===== config.mk =====
export PLATFORM = sky130hd
export DESIGN_NAME = instr_fetch
export DESIGN_NICKNAME = d
export VERILOG_FILES = /design/src/rtl/cpu_pkg.sv /design/src/rtl/instr_fetch.sv
export SDC_FILE = /design/constraint.sdc
export NUM_CORES = 1
export LEC_CHECK = 0
export ABC_AREA = 0
export ABC_CLOCK_PERIOD_IN_PS = 2990
export CORE_ASPECT_RATIO = 1.75
export CORE_UTILIZATION = 45
export CTS_CLUSTER_SIZE = 40
export DETAILED_ROUTE_END_ITERATION = 10
export PLACE_DENSITY = 0.83
export SLEW_MARGIN = 20
export SYNTH_ARGS = -nofsm -noshare
export SYNTH_HDL_FRONTEND = slang
export SYNTH_SLANG_ARGS = --single-unit

===== constraint.sdc =====
create_clock -name clk -period 2.99 [get_ports clk]
set_input_delay 0.897 -clock clk [delete_from_list [all_inputs] [get_ports clk]]
set_output_delay 0.897 -clock clk [all_outputs]
set_load 0.03 [all_outputs]

===== src/rtl/cpu_pkg.sv =====
// Shared definitions for the 16-bit CPU: opcode field constants,
// instruction-class helpers and the fetch-stage state encoding.
package cpu_pkg;

  localparam logic [3:0] OP_BR   = 4'b1100;
  localparam logic [3:0] OP_JMP  = 4'b1101;
  localparam logic [3:0] OP_JMPI = 4'b1110;
  localparam logic [3:0] OP_CALL = 4'b1111;

  typedef enum logic [1:0] {
    IDLE,
    FETCH_OP,
    FETCH_IMM,
    ISSUE
  } fetch_state_e;

  // Opcodes that carry a second (immediate) word.
  function automatic logic is_two_word(input logic [3:0] op);
    logic r;
    r = 1'b0;
    unique case (1'b1)
      (op == OP_JMPI): r = 1'b1;
      (op == OP_CALL): r = 1'b1;
      default:         r = 1'b0;
    endcase
    return r;
  endfunction

  // Opcodes whose successor IP comes from the branch target.
  function automatic logic is_ctrl(input logic [3:0] op);
    logic r;
    r = 1'b0;
    unique case (1'b1)
      (op == OP_BR):   r = 1'b1;
      (op == OP_JMP):  r = 1'b1;
      (op == OP_JMPI): r = 1'b1;
      (op == OP_CALL): r = 1'b1;
      default:         r = 1'b0;
    endcase
    return r;
  endfunction

endpackage


===== src/rtl/instr_fetch.sv =====
// Instruction fetch / program-counter stage: fetches 1- or 2-word
// instructions over req/ack, issues them, commits the next IP.
// Ports:
//   clk, rst              clock, async active-high reset
//   mem_req/addr/ack/rdata program-memory read handshake
//   ip, opcode, imm       issued instruction and its address
//   instr_valid           issued instruction valid for execute
//   exec_done             execute finished with issued instruction
//   next_ip, next_ip2     branch target and sequential IP
module instr_fetch
  import cpu_pkg::*;
#(
  parameter logic [15:0] RESET_VECTOR = 16'h0000
) (
  input  logic        clk,
  input  logic        rst,
  output logic        mem_req,
  output logic [15:0] mem_addr,
  input  logic        mem_ack,
  input  logic [15:0] mem_rdata,
  output logic [15:0] ip,
  output logic [15:0] opcode,
  output logic [15:0] imm,
  output logic        instr_valid,
  input  logic        exec_done,
  input  logic [15:0] next_ip,
  input  logic [15:0] next_ip2
);

  fetch_state_e state;

  logic [15:0] ip_inc;
  logic [15:0] commit_ip;

  // Immediate word sits directly after the opcode; wraps at 64K.
  assign ip_inc = ip + 16'd1;

  assign commit_ip = is_ctrl(opcode[15:12]) ? next_ip
                                            : next_ip2;

  // Outputs are registered alongside the state so they
  // depend on no input combinationally.
  always_ff @(posedge clk or posedge rst) begin
    if (rst) begin
      state       <= IDLE;
      ip          <= RESET_VECTOR;
      opcode      <= 16'h0000;
      imm         <= 16'h0000;
      instr_valid <= 1'b0;
      mem_req     <= 1'b0;
      mem_addr    <= RESET_VECTOR;
    end else begin
      unique case (state)
        IDLE: begin
          state    <= FETCH_OP;
          mem_req  <= 1'b1;
          mem_addr <= ip;
        end
        FETCH_OP: begin
          if (mem_ack) begin
            opcode <= mem_rdata;
            if (is_two_word(mem_rdata[15:12])) begin
              state    <= FETCH_IMM;
              mem_addr <= ip_inc;
            end else begin
              state       <= ISSUE;
              imm         <= 16'h0000;
              mem_req     <= 1'b0;
              instr_valid <= 1'b1;
            end
          end
        end
        FETCH_IMM: begin
          if (mem_ack) begin
            state       <= ISSUE;
            imm         <= mem_rdata;
            mem_req     <= 1'b0;
            mem_addr    <= ip;
            instr_valid <= 1'b1;
          end
        end
        ISSUE: begin
          if (exec_done) begin
            state       <= FETCH_OP;
            ip          <= commit_ip;
            mem_addr    <= commit_ip;
            mem_req     <= 1'b1;
            instr_valid <= 1'b0;
          end
        end
        default: begin
          state       <= IDLE;
          mem_req     <= 1'b0;
          instr_valid <= 1'b0;
        end
      endcase
    end
  end

endmodule


==> out/results.ini <==
[run_status]
outcome=complete, no violations

[clocking]
cts_tree=done
ctsResizeCount=0
clock_latency_ps=330
clk_path_buf_depth=2
cts_htree_levels=3
cts_hold_buf=0
cts.sinks=68
ctsRootBufferMaster=clkbuf_16
post_cts_buffers=0
clkSlewWorstSetupHoldPaths_ps=50
cts_buffers=9

[global_routing]
busiest_layer=met2
grt_start_max_net_pins=38
antenna_found_initial=0
grt_use_met3_pct=7.97
gr-usage-all-layers_pct=24.1
use_met1_pct=24.3
grt-ovfl-total=0
grt_pass1_wl_um=13600
grt_pass1_vias=3002
met2_usage_pct=43.1

[cells_and_area]
multi_input_area_um2=1450
ff_latch_area_um2=1700
synthToLayoutAreaGrowth_pct=47.4
nets=471
num_antenna_cells=0
drive_gt1_share_pct=10.7
fillCellCount=527
design_area_um2=4790

[worst_setup_path]
path_cells=clkdlybuf4s50_1
critPathBufInv=1
cp.arrival_ps=1560
critPathLaunchType=register
required_ps=2090
cp_slowest_cell=clkdlybuf4s50_1
worst-path-max-fanout=9
worstSetupPathType=register to output pin
path_delay_family=buffers and inverters
critPathMaxStageDelay_ps=740
endpoint_kind=output pin

[timing]
worst_pin_slew_ps=715
hold_viol_final=0
slew_headroom_pct=52.3
finalSetupTns_ps=0
setup_viol_count_final=0
clock_skew_ps=4.46
slew_violations=0
period_share_pct=82.2
whs_ps=490
min_period_ps=2460
timing.final.ws_setup_ps=533
rsz0062_at_grt=false
max_clock_freq_ghz=0.407

[floorplan]
ioPinCount=118
rows=40
dieArea_um2=7580
start_util_pct=47.1
die_h_um=114
core_um2=6910
die_w_um=66.2

[yosys]
yosysTopAreaCellShare_pct=52.3
yosysSeqAreaShare_pct=52.3
synthTopCellsByCount=68 x dfrtp_1, 24 x nor2_1, 20 x mux2_2
syn-num-nets=355
synthDistinctLibCells=40
synth_area_um2=3250
synth_most_common_cell=dfrtp_1
synthCells=299
synthArstFlopShare_pct=100
ys_warn_count=0
synth_edf_count=0
synth_top_area_cell=dfrtp_1
ys_ff_latch=68
yosys-top-cells-area=dfrtp_1 52%, mux2_2 6.9%, mux2i_1 5.2%
syn_avg_cell_area_um2=10.9
ys.flop_type=dfrtp_1

[detailed_routing]
dr.pass1.iters=5
drc=0
wl_um=8370
wl_per_cell_um=16.6
drt_iter0_drc=138
drtAntennaViolNets=0
vias_per_cell=5.78
vias=2905

[place]
gp_congestion=0.841
dp_hpwl_um=6220
place_area_um2=4520
port_buffers=117
place_ws_ps=369

[power]
p_leak_nw=2.04
power.density_nw_per_um2=1270
ir_drop_uv=684
fin_total_pwr_mw=6.09

[flow_run]
maxCapViolations=0

[min_path]
hp-class=register to register

[worst reg2reg max path, cell delays in order, from the launching register on]
cell     delay [ps]
dfrtp_1         460
ha_1            240
nand3_1         270
or4_1           570
and3_1          200
o32a_1          340
[logic make-up (layout without fill, tap and decap cells)]
logic type	count (synthesis)	after routing	share of synthesized area [%]
AND/OR/NAND/NOR	86	86	13.0
AO/OA/AOI/OAI	76	76	17.4
flip-flops	68	68	52.3
multiplexers	37	37	12.2
buffers and inverters	26	146	3.08
adder cells (fa/ha/maj)	4	4	1.54
XOR/XNOR	2	2	0.539
[per-layer routing]
metal  wire length [µm]  part of all wire, %  up-vias
met4                157                  1.9        0
met5                  0                    0        -
li1                   -                    -     1350
met2               4610                   55      113
met1               2980                   36     1427
met3                623                  7.4       15
[path summary, 6_finish.rpt]
kind	from	end	slack (ps)	cells after the start
worst min register to register	mem_addr[0]$_DFFE_PP0P_	mem_addr[0]$_DFFE_PP0P_	490	2
max in group asynchronous	rst	imm[14]$_DFFE_PP0P_	1340	3
worst max-delay path	ip[7]$_DFFE_PP0P_	ip[7]	530	1
min in group asynchronous	rst	ip[13]$_DFFE_PP0P_	1000	2
worst max register to register	ip[1]$_DFFE_PP0P_	mem_addr[14]$_DFFE_PP0P_	790	5
worst min-delay path	mem_addr[0]$_DFFE_PP0P_	mem_addr[0]$_DFFE_PP0P_	490	2
[area by class of cell]
class	instances	share of cell area, %
flip-flops and latches	68	35.5
multi-input cells	205	30.2
repair buffers	125	26.0
clock buffers	13	5.43
well taps	84	2.19
inverters	6	0.470
clock inverters	2	0.209
[metrics by stage]
step	util [%]	cells
floorplan	-	299
finish	69.4	503
CTS	69.4	503
global placement	65.5	488
detailed placement	65.5	488
global route	69.4	503
[flip-flops by register name, summed over array words and instances, names as in the netlist]
register,cells
opcode,16
mem_req,1
mem_addr,16
instr_valid,1
ip,16
imm,16
state,2
[layout by cell type, fill, tap and decap left out, types with 3 or more instances in the layout]
master / n
o32a_1: 7
mux2_2: 20
clkbuf_16: 9
clkdlybuf4s50_1: 117
a31oi_1: 8
ha_1: 4
inv_1: 4
mux2i_1: 17
nor3_1: 7
o211ai_1: 10
a22o_1: 16
nand2b_1: 3
buf_4: 7
nand2_1: 17
a21oi_1: 16
dfrtp_1: 68
or4_1: 4
nor4_1: 3
nor2_1: 24
o21a_1: 4
a2bb2oi_1: 3
nand3_1: 13
o21ai_0: 3
and3_1: 6
[where the power goes]
| part | leakage (nW) | switching, mW | internal [mW] |
|---|---|---|---|
| logic | 1.10 | 1.91 | 1.50 |
| clock network | 0.135 | 0.366 | 0.599 |
| registers | 0.803 | 0.369 | 1.35 |
| total | 2.04 | 2.64 | 3.44 |
No activity file was read; power rests on OpenSTA's default activity.
